===== config.mk =====
export PLATFORM = sky130hd
export DESIGN_NAME = ps2_key_ctrl
export DESIGN_NICKNAME = d
export VERILOG_FILES = /design/src/rtl/ps2_key_ctrl_pkg.sv /design/src/rtl/ps2_key_ctrl.sv
export SDC_FILE = /design/constraint.sdc
export NUM_CORES = 1
export LEC_CHECK = 0
export CAP_MARGIN = 10
export CORE_MARGIN = 2
export CORE_UTILIZATION = 45
export DETAILED_ROUTE_END_ITERATION = 10
export PLACE_DENSITY = 0.76
export SYNTH_ARGS = -nofsm -noshare
export SYNTH_HDL_FRONTEND = slang
export SYNTH_SLANG_ARGS = --single-unit

===== constraint.sdc =====
create_clock -name clk -period 4.8 [get_ports clk]
set_clock_uncertainty 0.2 [all_clocks]
set_input_delay 0.72 -clock clk [delete_from_list [all_inputs] [get_ports clk]]
set_output_delay 0.72 -clock clk [all_outputs]
set_load 0.02 [all_outputs]

===== src/rtl/ps2_key_ctrl_pkg.sv =====
// Shared PS/2 Set-2 constants and decoder state encodings for ps2_key_ctrl and the game key mapping.
package ps2_key_ctrl_pkg;

  localparam logic [7:0] PS2_EXT    = 8'hE0;
  localparam logic [7:0] PS2_BRK    = 8'hF0;
  localparam logic [7:0] PS2_PAUSE  = 8'hE1;
  localparam logic [7:0] PS2_BAT    = 8'hAA;
  localparam logic [7:0] PS2_ACK    = 8'hFA;
  localparam logic [7:0] PS2_ECHO   = 8'hEE;
  localparam logic [7:0] PS2_RESEND = 8'hFE;
  localparam logic [7:0] PS2_ERR0   = 8'h00;
  localparam logic [7:0] PS2_ERR1   = 8'hFF;
  localparam logic [7:0] PS2_FSHIFT_L = 8'h12;
  localparam logic [7:0] PS2_FSHIFT_R = 8'h59;

  // The Pause sequence carries seven more bytes after its E1 lead-in.
  localparam logic [2:0] PAUSE_TAIL = 3'd7;

  typedef enum logic [2:0] {
    D_BASE,
    D_EXT,
    D_BRK,
    D_EXTBRK,
    D_SKIP
  } dec_state_t;

  typedef enum logic {
    POP_IDLE,
    POP_GAP
  } pop_state_t;

  function automatic logic is_fake_shift(input logic [7:0] b);
    return (b == PS2_FSHIFT_L) || (b == PS2_FSHIFT_R);
  endfunction

  function automatic logic is_status(input logic [7:0] b);
    return (b == PS2_BAT) || (b == PS2_ACK) || (b == PS2_ECHO) || (b == PS2_RESEND);
  endfunction

  function automatic logic is_error(input logic [7:0] b);
    return (b == PS2_ERR0) || (b == PS2_ERR1);
  endfunction

endpackage


===== src/rtl/ps2_key_ctrl.sv =====
// Drains the ps2_if FIFO and decodes PS/2 Set-2 byte streams into one-cycle key events.
// Optional auto-repeat suppression is enabled with `define PS2_TYPEMATIC_FILTER_EN.
module ps2_key_ctrl
  import ps2_key_ctrl_pkg::*;
#(
  parameter int PREFIX_TIMEOUT = 50000,
  parameter int TO_W           = 16
) (
  input  logic       clk,
  input  logic       rst,
  input  logic       fifo_empty,
  input  logic [7:0] fifo_data,
  output logic       fifo_rd,
  output logic [7:0] key_code,
  output logic       key_ext,
  output logic       key_brk,
  output logic       key_valid,
  output logic       kbd_err
);

  localparam logic [TO_W-1:0] TO_LAST = TO_W'(PREFIX_TIMEOUT - 1);

  pop_state_t      pop_state, pop_next;
  dec_state_t      dec_state, dec_next;
  logic [2:0]      skip_cnt, skip_next;
  logic [TO_W-1:0] to_cnt;
  logic            pop;
  logic            in_prefix;
  logic            to_expire;
  logic            ev, ev_ext, ev_brk;
  logic            emit;
  logic            set_err;

  assign pop       = (pop_state == POP_IDLE) && !fifo_empty;
  assign in_prefix = (dec_state == D_EXT) || (dec_state == D_BRK) || (dec_state == D_EXTBRK);
  // A byte popped in the expiry cycle is decoded; the pop wins over the timeout.
  assign to_expire = (PREFIX_TIMEOUT != 0) && in_prefix && !pop && (to_cnt == TO_LAST);

  always_ff @(posedge clk or posedge rst) begin
    if (rst) begin
      pop_state <= POP_IDLE;
      dec_state <= D_BASE;
      skip_cnt  <= 3'd0;
    end else begin
      pop_state <= pop_next;
      dec_state <= dec_next;
      skip_cnt  <= skip_next;
    end
  end

  always_comb begin
    pop_next = pop_state;
    fifo_rd  = 1'b0;
    case (pop_state)
      POP_IDLE: begin
        if (!fifo_empty) begin
          fifo_rd  = 1'b1;
          pop_next = POP_GAP;
        end
      end
      default: pop_next = POP_IDLE;
    endcase
  end

  always_comb begin
    dec_next  = dec_state;
    skip_next = skip_cnt;
    ev        = 1'b0;
    ev_ext    = 1'b0;
    ev_brk    = 1'b0;
    set_err   = 1'b0;
    if (pop) begin
      case (dec_state)
        D_BASE: begin
          if (fifo_data == PS2_EXT) begin
            dec_next = D_EXT;
          end else if (fifo_data == PS2_BRK) begin
            dec_next = D_BRK;
          end else if (fifo_data == PS2_PAUSE) begin
            dec_next  = D_SKIP;
            skip_next = PAUSE_TAIL;
          end else if (is_error(fifo_data)) begin
            set_err = 1'b1;
          end else if (!is_status(fifo_data)) begin
            ev = 1'b1;
          end
        end
        D_EXT: begin
          if (fifo_data == PS2_BRK) begin
            dec_next = D_EXTBRK;
          end else begin
            dec_next = D_BASE;
            ev       = !is_fake_shift(fifo_data);
            ev_ext   = 1'b1;
          end
        end
        D_BRK: begin
          dec_next = D_BASE;
          ev       = 1'b1;
          ev_brk   = 1'b1;
        end
        D_EXTBRK: begin
          dec_next = D_BASE;
          ev       = !is_fake_shift(fifo_data);
          ev_ext   = 1'b1;
          ev_brk   = 1'b1;
        end
        D_SKIP: begin
          skip_next = skip_cnt - 3'd1;
          if (skip_cnt <= 3'd1) begin
            dec_next = D_BASE;
          end
        end
        default: dec_next = D_BASE;
      endcase
    end else if (to_expire) begin
      dec_next = D_BASE;
      set_err  = 1'b1;
    end
  end

  always_ff @(posedge clk or posedge rst) begin
    if (rst) begin
      to_cnt <= '0;
    end else if (pop || !in_prefix || to_expire) begin
      to_cnt <= '0;
    end else begin
      to_cnt <= to_cnt + TO_W'(1);
    end
  end

`ifdef PS2_TYPEMATIC_FILTER_EN
  logic       held_valid;
  logic       held_ext;
  logic [7:0] held_code;
  logic       held_match;

  assign held_match = held_valid && (held_ext == ev_ext) && (held_code == fifo_data);

  // Repeated makes of the currently held key are auto-repeat and get swallowed.
  always_comb begin
    emit = ev;
    if (ev && !ev_brk && held_match) begin
      emit = 1'b0;
    end
  end

  always_ff @(posedge clk or posedge rst) begin
    if (rst) begin
      held_valid <= 1'b0;
      held_ext   <= 1'b0;
      held_code  <= 8'h00;
    end else if (ev && !ev_brk && !held_match) begin
      held_valid <= 1'b1;
      held_ext   <= ev_ext;
      held_code  <= fifo_data;
    end else if (ev && ev_brk && held_match) begin
      held_valid <= 1'b0;
    end
  end
`else
  assign emit = ev;
`endif

  always_ff @(posedge clk or posedge rst) begin
    if (rst) begin
      key_code  <= 8'h00;
      key_ext   <= 1'b0;
      key_brk   <= 1'b0;
      key_valid <= 1'b0;
      kbd_err   <= 1'b0;
    end else begin
      key_valid <= emit;
      if (set_err) begin
        kbd_err <= 1'b1;
      end
      if (emit) begin
        key_code <= fifo_data;
        key_ext  <= ev_ext;
        key_brk  <= ev_brk;
      end
    end
  end

endmodule

==> impl_summary.md, run 1 <==
Place
The HPWL after detailed placement is 2490 um. Input and output buffers added on the ports amount to 23. In this run the cell area measured after placement is 2110 um2. At the end of routability-driven placement, the weighted congestion stood at 0.820.

Synth
The number of different library cells in the post-synthesis netlist is 42. The prevailing post-synth register cell is dfrtp_1. Of the synthesized area, sequential elements account for 47.3%. The post-synthesis instance total is 180.

Yosys mapped a number of flops with a built-in enable equal to 0. Counting flops with an async set or reset pin after synthesis yields a share of 100%. A synthesized cell averages 10.3 um2. The Yosys step of the flow raised 0 warnings. Summing every instance area after synthesis gives 1850 um2. The net count after synthesis is 194. The synthesized flop and latch total is 35.

Worst setup path
The register-to-register setup slack is 2.49 ns. The peak fanout along the critical path is 9. The most frequent cell on the critical path is clkdlybuf4s50_1. The kind of cell with the highest combined delay along the critical path is buffers and inverters. The required time at the endpoint of the critical path is 3.88 ns. The nature of the critical path startpoint is an input pin.

The biggest cell delay along the critical path is 0.70 ns. The critical path in this run is classified as input pin to primary output. Walking the worst path, the cells encountered are clkdlybuf4s50_1 > nor2_1 > clkdlybuf4s50_1. The capturing point of the worst reg2reg path is key_code[4]$_DFFE_PP0P_. The slowest stage cell on the critical path is clkdlybuf4s50_1. Data arrives at the worst endpoint at 2.28 ns. The beginning of the critical path is fifo_empty. The number of buffer and inverter stages on the critical path is 2. The startpoint of the worst-slack reg-to-reg timing path is dec_state[2]$_DFFE_PP0P_. The element type at the critical path end is a primary output. Measured in cells, the most critical reg-to-reg path has a length of 5.

Global route
The global routing met1 resource utilization is 21.6%. The via count of the first global-routing pass is 1239. Global routing used 6.09% of the available met3 tracks. The overflow left after global routing is 0. The layer flagged by global routing as most heavily used is met2.

Global routing consumed, on the met2 layer, 27.5% of the routing resources. Entering global routing, the biggest net connects 36 pins. The global router's overall resource usage is 17.2%.

The first global-routing pass estimated 5790 um of wire. The number of antenna violations at the first check in global routing came to 0.

Min path
The path class of the tightest hold or removal check is flop to flop. The worst min-delay path startpoint is kbd_err$_DFFE_PP0P_. Along the worst hold path, the cell count comes to 1. For hold timing, the worst endpoint is kbd_err$_DFFE_PP0P_.

Run
The count of maximum capacitance violations is 0.

Route
The total wirelength of the detailed-routed design is 3490 um. In this run the remaining antenna-violating nets after routing total 0. The violation count after the first detailed-route iteration is 66. After detailed routing, the number of remaining DRC violations is 0. Before antenna repair, the detailed router went through 4 iterations.

The wire length per cell is 13.6 um. The number of vias after detailed routing is 1365. The number of vias per cell is 5.31.

Clocking
The TritonCTS buffer count is 5. The longest clock path from root to sink contains 2 buffers. The later pin in the worst-skew pair is clocked with a latency of 0.28 ns.

The CTS tree is built. Buffers added to address setup during post-CTS repair amount to 0. CTS placed an instance of clkbuf_8 at the clock tree root.

The clock transition at the registers of the reported paths is 0.06 ns. The hold buffer count at cts is 0. The H-tree generated during clock tree synthesis spans 2 levels. The clock net in this run drives a total of 35 sinks. The number of gates resized after CTS is 0.

Power and ir drop
The maximum VDD drop is 0.000167 V. The power density normalized to cell area is 297 nW/um2. For this design the static power due to leakage is 0.911 nW.

Status
The run finished with clean final reports.

Floorplanning
The initial core utilization is 46.6%. The total area inside the core boundary comes to 3970 um2. From bottom edge to top edge, the die measures 68.1 um. From left edge to right edge, the die measures 68.1 um. In this run the count of I/O pins placed on the die edge is 24. The die footprint is 4640 um2.

Row generation in the floorplan step produced 23 rows.

Finish
The post-synthesis to final-layout area growth is 18.6%. The area of all placed cells without fillers is 2190 um2. The repair_antennas step left the layout with diodes totalling 0. The number of fill cells is 348. The multi-input combinational cells in the finished layout cover a total of 907 um2. The share of post-route cells with drive strength above 1 is 11.1%. The total number of nets in the final design is 220. The area taken by flip-flops and latches is 876 um2.

STA
The setup violation total in the final timing report is 0. The maximum clock rate is 312 MHz. Adding up every negative setup slack in the final design gives 0 ns. The max-slew violation total from the final report is 0. The final hold violation count came to 0.

The worst slew margin relative to its limit is 62.7%. For the finished layout, the period the worst path requires is 3.20 ns. Setup repair after global routing left no endpoint under its margin. For the pin with the worst max-slew slack, the measured transition is 0.555 ns.

The final critical path takes up 66.7% of the cycle.
## synthesized netlist by cell type (2+ instances only)
| master | count | area [um2] |
|---|---|---|
| nand2b_1 | 2 | 12.5 |
| nor4_1 | 2 | 12.5 |
| nand2_1 | 15 | 56.3 |
| mux2_4 | 8 | 120 |
| nand4_1 | 4 | 25.0 |
| inv_1 | 8 | 30.0 |
| nand3_1 | 8 | 40.0 |
| nor3_1 | 5 | 25.0 |
| xor2_1 | 8 | 70.1 |
| and3_1 | 4 | 25.0 |
| a21o_1 | 2 | 15.0 |
| ha_1 | 3 | 37.5 |
| nor2_1 | 28 | 105 |
| o21ai_0 | 6 | 30.0 |
| clkbuf_1 | 2 | 7.51 |
| nor4bb_1 | 2 | 20.0 |
| buf_6 | 2 | 22.5 |
| a41oi_1 | 3 | 26.3 |
| xnor2_1 | 8 | 70.1 |
| a21oi_1 | 3 | 15.0 |
| nor3b_1 | 2 | 15.0 |
| dfrtp_1 | 35 | 876 |
## per-layer routing
metal | vias to the layer above | part of all wire (%)
li1 | 686 | -
met1 | 639 | 47
met2 | 34 | 46
met3 | 6 | 6.0
met4 | 0 | 1.4
met5 | - | 0
## registers in the layout, indices dropped and copies added (netlist names)
name	count
to_cnt	16
key_code	8
key_brk	1
key_valid	1
key_ext	1
dec_state	3
pop_state	1
kbd_err	1
skip_cnt	3
## stage by stage
stage / setup slack (ns) / total power (W) / std cells / util (%) / hold WS [ns]
6_report: 1.60 / 0.000652 / 257 / 55.3 / 0.272
5_1_grt: 1.48 / 0.000693 / 257 / 55.3 / 0.298
4_1_cts: 1.60 / 0.000664 / 257 / 55.3 / 0.275
3_5_place_dp: 1.56 / 0.000460 / 249 / 53.2 / 0.261
3_3_place_gp: 1.63 / 0.000457 / 249 / 53.2 / 0.239
2_1_floorplan: 2.29 / 0.000408 / 180 / - / 0.248
## logic make-up (layout without fill, tap and decap cells)
kind of cell	after synthesis	in the layout	share of synthesized area [%]
AOI/OAI and AO/OA	21	21	8.38
xor gates and xnor gates	16	16	7.57
adders and majority gates	3	3	2.03
buffers and inverters	13	40	3.65
DFF	35	35	47.3
muxes	8	8	6.49
and+or+nand+nor	84	84	24.5
## layout by cell type (no fill, tap or decap), types with 2 or more instances in the layout
master and instances:
a21o_1 2, a21oi_1 3, a41oi_1 3, and3_1 4
clkbuf_1 2, clkbuf_8 5, clkdlybuf4s50_1 23, dfrtp_1 35
ha_1 3, inv_1 8, mux2_4 8, nand2_1 15
nand2b_1 2, nand3_1 8, nand4_1 4, nor2_1 28
nor3_1 5, nor3b_1 2, nor4_1 2, nor4bb_1 2
o21ai_0 6, xnor2_1 8, xor2_1 8
## power by group
part | internal (W) | total [W] | switching, W
sequential | 0.000315 | 0.000328 | 0.0000126
combinational | 0.0000645 | 0.000126 | 0.0000617
clock | 0.000102 | 0.000198 | 0.0000969
total | 0.000481 | 0.000652 | 0.000171
## final cells by class
cell class                 instances  share of cell area [%]
inverter                           8                    1.37
clock buffer                       7                    3.48
sequential                        35                    39.9
multi-input combinational        132                    41.3
tap                               50                    2.85
clock inverter                     1                   0.228
timing repair buffer              24                    10.8
## worst max path at each step
stage                         endpoint  slack (ns)  cells after the start
5_1_grt                        fifo_rd        1.48                      3
3_5_place_dp   key_code[7]$_DFFE_PP0P_        1.56                      6
3_3_place_gp                   fifo_rd        1.63                      3
2_1_floorplan  key_code[0]$_DFFE_PP0P_        2.29                      6
6_report                       fifo_rd        1.60                      3
4_1_cts                        fifo_rd        1.60                      3
Note: power is estimated with default switching activity, not from simulation.
==> run 2, diff against run 1 <==
==> constraint.sdc (replaced) <==
create_clock -name clk -period 2.95 [get_ports clk]
set_clock_uncertainty 0.2 [all_clocks]
set_input_delay 0.4425 -clock clk [delete_from_list [all_inputs] [get_ports clk]]
set_output_delay 0.4425 -clock clk [all_outputs]
set_load 0.02 [all_outputs]
==> run 2 against run 1 <==
Against the previous run:
- sequential power grew 63%
- die area is the same
- highest routed layer unchanged
- sequential share of layout area shrank 1.5 points
- hold slack lost 0.0072 ns
- largest cell class unchanged
- clock power grew to 2.6 times the previous value
- via count grew 1.5%
- utilization grew 2.1 points
- wire length grew 1.9%
- final cell count grew 1.6%
- largest power group unchanged
- total power grew 93%
==> impl_summary.md, run 2 (synthesis gave the netlist of run 1 again) <==
STA
The max-slew violation total from the final report came to 0 (unchanged). The setup TNS is 0 ns (unchanged). The worst slew margin relative to its limit is 59.1% (-3.5 points). The final hold violation count is 0 (unchanged). In the finished design, the share of the clock period the worst path needs comes to 85.9%. The slew at the pin closest to its max-slew limit came to 0.608 ns (+0.0527 ns).

Static timing analysis puts the maximum clock frequency at 395 MHz. The shortest period the worst path allows is 2.53 ns. Setup repair after global routing left no endpoint under its margin. The setup violation total in the final timing report is 0 (unchanged).

Finish
to_cnt holds more flip-flops than any other register. The share of post-route cells with drive strength above 1 was 13.7% (+2.6 points). The area taken by flip-flops and latches is 876 um2 (unchanged). The antenna cell count is 0 (unchanged). The number of flip-flops in the largest register was 16 (unchanged). The area of the multi-input gates is 907 um2 (unchanged). The area of all placed cells without fillers is 2280 um2 (+3.9%).

Compared with the post-synthesis result, the final layout area differs by 23.2%. The total number of nets in the final design is 224 (+1.8%). Leaving out fill and tap cells, the most frequent cell in the layout is dfrtp_1. The largest registers in the layout are to_cnt: 16 flops, key_code: 8 flops. The top cell types in the final layout, fill and taps aside, are 35 x dfrtp_1, 28 x nor2_1, 23 x clkdlybuf4s50_1.

The number of fill cells is 343 (-1.4%). The filler-free cell count of the finished design was 261 (+1.6%).

Floorplanning
The standard-cell row count was 23 (unchanged). The placeable core region came to 3970 um2 (unchanged). The I/O pin count is 24 (unchanged). The initial core utilization was 46.6% (unchanged). The vertical die dimension is 68.1 um (unchanged). The die footprint was 4640 um2 (unchanged). The width of the chip is 68.1 um (unchanged).

Power and ir drop
The internal power of the cells is 0.000958 W (+99%). The part of the total power dissipated in sequential elements is 42.5% (-7.7 points). The net switching power was 0.000300 W (+75%). The share of power burned in the clock network came to 40.9% (+10 points). The switching power share of the total is 23.8% (-2.4 points). The power density normalized to cell area is 552 nW/um2 (+86%). The total leakage power is 0.953 nW (+4.6%). The maximum VDD drop was 0.000281 V (+68%). The relative contribution of combinational cells to total power is 16.5% (-2.9 points).

Min path
The path class of the tightest hold or removal check is flop to flop.

Route
The number of vias after detailed routing was 1385 (+1.5%). The number of vias per cell was 5.31 (about the same). The violation count after the first detailed-route iteration is 80 (+21%). The post-detailed-route DRC marker count is 0 (unchanged). The number of iterations in the first detailed-routing pass is 4 (unchanged). The total wirelength of the detailed-routed design is 3560 um (+1.9%).

The number of antenna-violating nets in the routed design is 0 (unchanged). The wire length per cell was 13.6 um (+0.30%).

Worst setup path
Walking the worst path, the cells encountered are clkdlybuf4s50_1 > nor4b_2 > o211ai_1 > a41o_1 > a31oi_4 > mux2_4. The largest individual stage delay along the critical path comes from the cell clkdlybuf4s50_1. The type of the worst setup path is input pin to flop. STA classifies the critical path startpoint as an input pin. The biggest cell delay along the critical path is 0.55 ns (-0.15 ns). The signal arrival time at the worst endpoint is 2.51 ns (+0.23 ns).

The peak fanout along the critical path is 9 (unchanged). The worst setup path is captured at a flop. The required time at the endpoint of the critical path is 2.93 ns (-0.95 ns).

Clocking
The number of gates resized after CTS is 0 (unchanged). The clock latency on the worst-skew pair is 0.29 ns (about the same). The post-CTS setup buffer count came to 0 (unchanged). The hold buffer count at cts is 0 (unchanged). The maximum level of the CTS H-tree is 2 (unchanged). The tree is rooted in a clkbuf_8.

The TritonCTS buffer count came to 5 (unchanged). The number of buffers on the longest clock path came to 2 (unchanged). The number of sinks on the clock net is 35 (unchanged).

The clock transition at the registers of the reported paths is 0.07 ns (about the same). The CTS tree is built.

Global route
The via count of the first global-routing pass is 1377 (+11%). The global router's overall resource usage was 17.7% (+0.52 points). The largest net degree at the start of global routing was 36 (unchanged). The wire length of the first global-routing pass came to 6020 um (+3.9%). The overflow left after global routing is 0 (unchanged). The number of antenna violations at the first check in global routing is 0 (unchanged).

Place
The post-DP HPWL was 2510 um (+0.81%). The total of buffers placed on input and output ports came to 23 (unchanged). The routability congestion estimate is 0.840 (+2.4%). The total placed cells including tap cells is 253 (+1.6%).

The post-place instance area came to 2140 um2 (+1.4%).

Run
The count of maximum capacitance violations is 0 (unchanged).

Status
The run finished with clean final reports.
## run 2: cell count changes in the layout (fill, tap and decap cells not counted)
cell | before | now
buf_4 | 1 | 5
bufinv_16 | 0 | 2
clkbuf_1 | 2 | 0
clkinv_2 | 1 | 0
clkinvlp_4 | 0 | 1
## run 2: area by class of cell
class | instances | area share, %
clock buffer | 5 | 3.02
sequential | 35 | 38.4
tap | 50 | 2.74
timing repair buffer | 28 | 11.7
clock inverter | 3 | 2.96
inverter | 8 | 1.32
multi-input combinational | 132 | 39.8
## run 2: critical path, delay by kind of cell
kind	cells	cell delay, ns
compound gates	3	0.86
buf+inv	1	0.55
simple gates	1	0.30
mux	1	0.35
## run 2: worst paths after layout
check / from / end / slack (ns) / cells past startpoint
worst max-delay path: fifo_data[6] / key_code[5]$_DFFE_PP0P_ / 0.42 / 6
worst min-delay path: kbd_err$_DFFE_PP0P_ / kbd_err$_DFFE_PP0P_ / 0.27 / 1
worst max register to register: to_cnt[0]$_DFF_PP0_ / to_cnt[2]$_DFF_PP0_ / 0.72 / 5
worst min register to register: kbd_err$_DFFE_PP0P_ / kbd_err$_DFFE_PP0P_ / 0.27 / 1
max in group asynchronous: rst / to_cnt[1]$_DFF_PP0_ / 1.90 / 3
min in group asynchronous: rst / key_code[1]$_DFFE_PP0P_ / 0.35 / 3
## run 2: layer usage
layer	vias up	track usage [%]	wire, um
li1	691	-	-
met4	0	8.25	69
met5	-	0	0
met1	661	20.7	1680
met2	25	30.5	1650
met3	8	4.28	157
## run 2: power groups by stage
stage / Clock (W) / Sequential (W) / Combinational, W
2_1_floorplan: 0 / 0.000566 / 0.0000984
3_3_place_gp: 0 / 0.000542 / 0.000204
3_5_place_dp: 0 / 0.000543 / 0.000209
4_1_cts: 0.000525 / 0.000535 / 0.000211
5_1_grt: 0.000544 / 0.000539 / 0.000230
6_report: 0.000515 / 0.000535 / 0.000208
## run 2: per-stage QoR
step           worst slack, ns  total power (W)  utilization (%)  hold WS [ns]
5_1_grt                  0.326          0.00131             57.4         0.288
6_report                 0.417          0.00126             57.4         0.265
4_1_cts                  0.397          0.00127             57.4         0.272
3_3_place_gp             0.168         0.000746             54.0         0.253
2_1_floorplan            0.718         0.000664                -         0.248
3_5_place_dp             0.103         0.000752             54.0         0.256
==> run 3, diff against run 2 <==
--- a/config.mk
+++ b/config.mk
@@ -10,6 +10,7 @@
 export CORE_UTILIZATION = 45
 export DETAILED_ROUTE_END_ITERATION = 10
 export PLACE_DENSITY = 0.76
+export RECOVER_POWER = 25
 export SYNTH_ARGS = -nofsm -noshare
 export SYNTH_HDL_FRONTEND = slang
 export SYNTH_SLANG_ARGS = --single-unit
==> run 3 against run 2 <==
Against the previous run:
- via count decreased by 0.14%
- clock-buffer cell count unchanged
- final area decreased by 0.11%
- non-clock buffer count unchanged
- total power about the same
- critical endpoint unchanged
- largest cell class unchanged
==> impl_summary.md, run 3 (synthesis gave the netlist of run 1 again) <==
Place
The routability congestion estimate is 0.840 (unchanged). The post-DP HPWL came to 2510 um (unchanged). The total of buffers placed on input and output ports was 23 (unchanged).

Finish
The post-synthesis to final-layout area growth is 23.1%. The share of post-route cells with drive strength above 1 is 13.7% (unchanged). The number of flip-flops in the largest register was 16 (unchanged). Leaving out fill and tap cells, the most frequent cell in the layout is dfrtp_1. In the final layout, the registers with the most flip-flops are to_cnt: 16 flops, key_code: 8 flops. The antenna cell count is 0 (unchanged). The total number of nets in the final design is 224 (unchanged). More flip-flops sit in one register than any other, and that register is to_cnt. In the layout the commonest cells are 35 x dfrtp_1, 28 x nor2_1, 22 x clkdlybuf4s50_1.

STA
Setup repair after global routing left no endpoint under its margin. The final hold violation count is 0 (unchanged). The worst slew margin relative to its limit is 43.7% (-15 points). The maximum clock rate is 395 MHz (about the same). The final cycle utilization of the critical path came to 85.9% (about the same).

The slew at the pin closest to its max-slew limit is 0.844 ns (+0.237 ns). The max-slew violation total from the final report is 0 (unchanged). The shortest period the worst path allows is 2.53 ns (+0.0000170 ns). The setup TNS is 0 ns (unchanged). The setup violation total in the final timing report is 0 (unchanged).

Power and ir drop
The relative contribution of combinational cells to total power was 16.5% (about the same). The net switching power was 0.000299 W (about the same). The part of the total power dissipated in sequential elements was 42.6% (about the same). The power density normalized to cell area is 552 nW/um2 (about the same). The post-route total power is 0.00126 W (about the same).

The total leakage power is 0.953 nW (about the same). The share of power burned in the clock network is 40.9% (about the same). The internal power of the cells is 0.000957 W (about the same). The switching power share of the total came to 23.8% (about the same). The maximum VDD drop is 0.000281 V (about the same).

Route
The number of antenna-violating nets in the routed design came to 0 (unchanged). The violation count after the first detailed-route iteration was 80 (unchanged). The wire length per cell is 13.6 um (unchanged). The number of vias per cell is 5.30 (-0.14%).

The post-detailed-route DRC marker count is 0 (unchanged). The number of iterations in the first detailed-routing pass was 4 (unchanged). The total wirelength of the detailed-routed design is 3560 um (unchanged). The number of vias after detailed routing is 1383 (-0.14%).

Clocking
The clock tree root buffer cell is clkbuf_8. The TritonCTS buffer count was 5 (unchanged). TritonCTS built the clock tree.

The post-CTS setup buffer count came to 0 (unchanged). The clock transition at the registers of the reported paths was 0.07 ns (about the same). The number of gates resized after CTS is 0 (unchanged).

The clock latency on the worst-skew pair is 0.29 ns (about the same). The maximum level of the CTS H-tree is 2 (unchanged). The hold buffer count at cts was 0 (unchanged).

The number of sinks on the clock net came to 35 (unchanged). The number of buffers on the longest clock path is 2 (unchanged).

Global route
The overflow left after global routing was 0 (unchanged). The global router's overall resource usage is 17.7% (unchanged). The met3 track utilization from global routing is 4.28% (unchanged). The largest net degree at the start of global routing is 36 (unchanged). The highest-utilization routing layer at the global route stage is met2.

The via count of the first global-routing pass came to 1377 (unchanged). The global routing met1 resource utilization came to 20.7% (unchanged). The number of antenna violations at the first check in global routing is 0 (unchanged). The wire length of the first global-routing pass is 6020 um (unchanged). The met2 layer usage reported by global route is 30.5% (unchanged).

Min path
The class of the worst hold path is flop to flop.

Worst setup path
The element type at the critical path end is a flop. The required time at the endpoint of the critical path was 2.93 ns (about the same). The worst setup path is launched from an input pin. The signal arrival time at the worst endpoint is 2.51 ns (about the same).

The peak fanout along the critical path is 9 (unchanged). By startpoint and endpoint, the worst setup path is classified as input pin to flop.

Floorplanning
The width of the chip is 68.1 um (unchanged). The I/O pin count came to 24 (unchanged). The initial core utilization is 46.6% (unchanged). The standard-cell row count came to 23 (unchanged). The die footprint is 4640 um2 (unchanged). The placeable core region is 3970 um2 (unchanged). The vertical die dimension is 68.1 um (unchanged).

Status
The run finished with clean final reports.

Run
The count of maximum capacitance violations is 0 (unchanged).
## run 3: cell count changes in the layout (fill, tap and decap cells not counted)
cell             delta
clkdlybuf4s50_1     -1
clkbuf_2            +1
buf_4               -1
dlygate4sd3_1       +1
## run 3: area by class of cell
| class | count | area, um2 |
|---|---|---|
| fillers | 344 | 1690 |
| repair buffers | 28 | 265 |
| clock inverters | 3 | 67.6 |
| inverters | 8 | 30.0 |
| well taps | 50 | 62.6 |
| multi-input cells | 132 | 907 |
| flip-flops and latches | 35 | 876 |
| clock buffers | 5 | 68.8 |
## run 3: metrics by stage
stage	util, %	worst slack (ns)	cells	area (um2)	hold WS [ns]
after floorplan	-	0.718	180	1850	0.248
after global placement	54.0	0.168	253	2140	0.253
after detailed placement	54.0	0.103	253	2140	0.256
after CTS	57.4	0.397	261	2280	0.272
after global routing	57.3	0.326	261	2280	0.288
final	57.3	0.417	261	2280	0.265
## run 3: power by group through the flow
| stage | Sequential, W | Clock (W) | Combinational (W) |
|---|---|---|---|
| finish | 0.000535 | 0.000515 | 0.000207 |
| global route | 0.000539 | 0.000544 | 0.000229 |
| CTS | 0.000535 | 0.000525 | 0.000211 |
| detailed placement | 0.000543 | 0 | 0.000209 |
| global placement | 0.000542 | 0 | 0.000204 |
| floorplan | 0.000566 | 0 | 0.0000984 |
## run 3: path summary, 6_finish.rpt
check                           cells past startpoint                      end                 from  slack, ns
worst min-delay path                                1      kbd_err$_DFFE_PP0P_  kbd_err$_DFFE_PP0P_       0.27
worst min register to register                      1      kbd_err$_DFFE_PP0P_  kbd_err$_DFFE_PP0P_       0.27
min in group asynchronous                           3  key_code[1]$_DFFE_PP0P_                  rst       0.64
max in group asynchronous                           3      to_cnt[1]$_DFF_PP0_                  rst       1.39
worst max register to register                      5      to_cnt[2]$_DFF_PP0_  to_cnt[0]$_DFF_PP0_       0.72
worst max-delay path                                6  key_code[5]$_DFFE_PP0P_         fifo_data[6]       0.42
## run 3: worst max-delay path: stages
cell             delay (ns)
clkdlybuf4s50_1        0.55
nor4b_2                0.30
o211ai_1               0.16
a41o_1                 0.31
a31oi_4                0.39
mux2_4                 0.35
## run 3: layer usage
metal | vias to the layer above | wire, um
li1 | 691 | -
met1 | 661 | 1680
met2 | 23 | 1650
met3 | 8 | 155
met4 | 0 | 69
met5 | - | 0
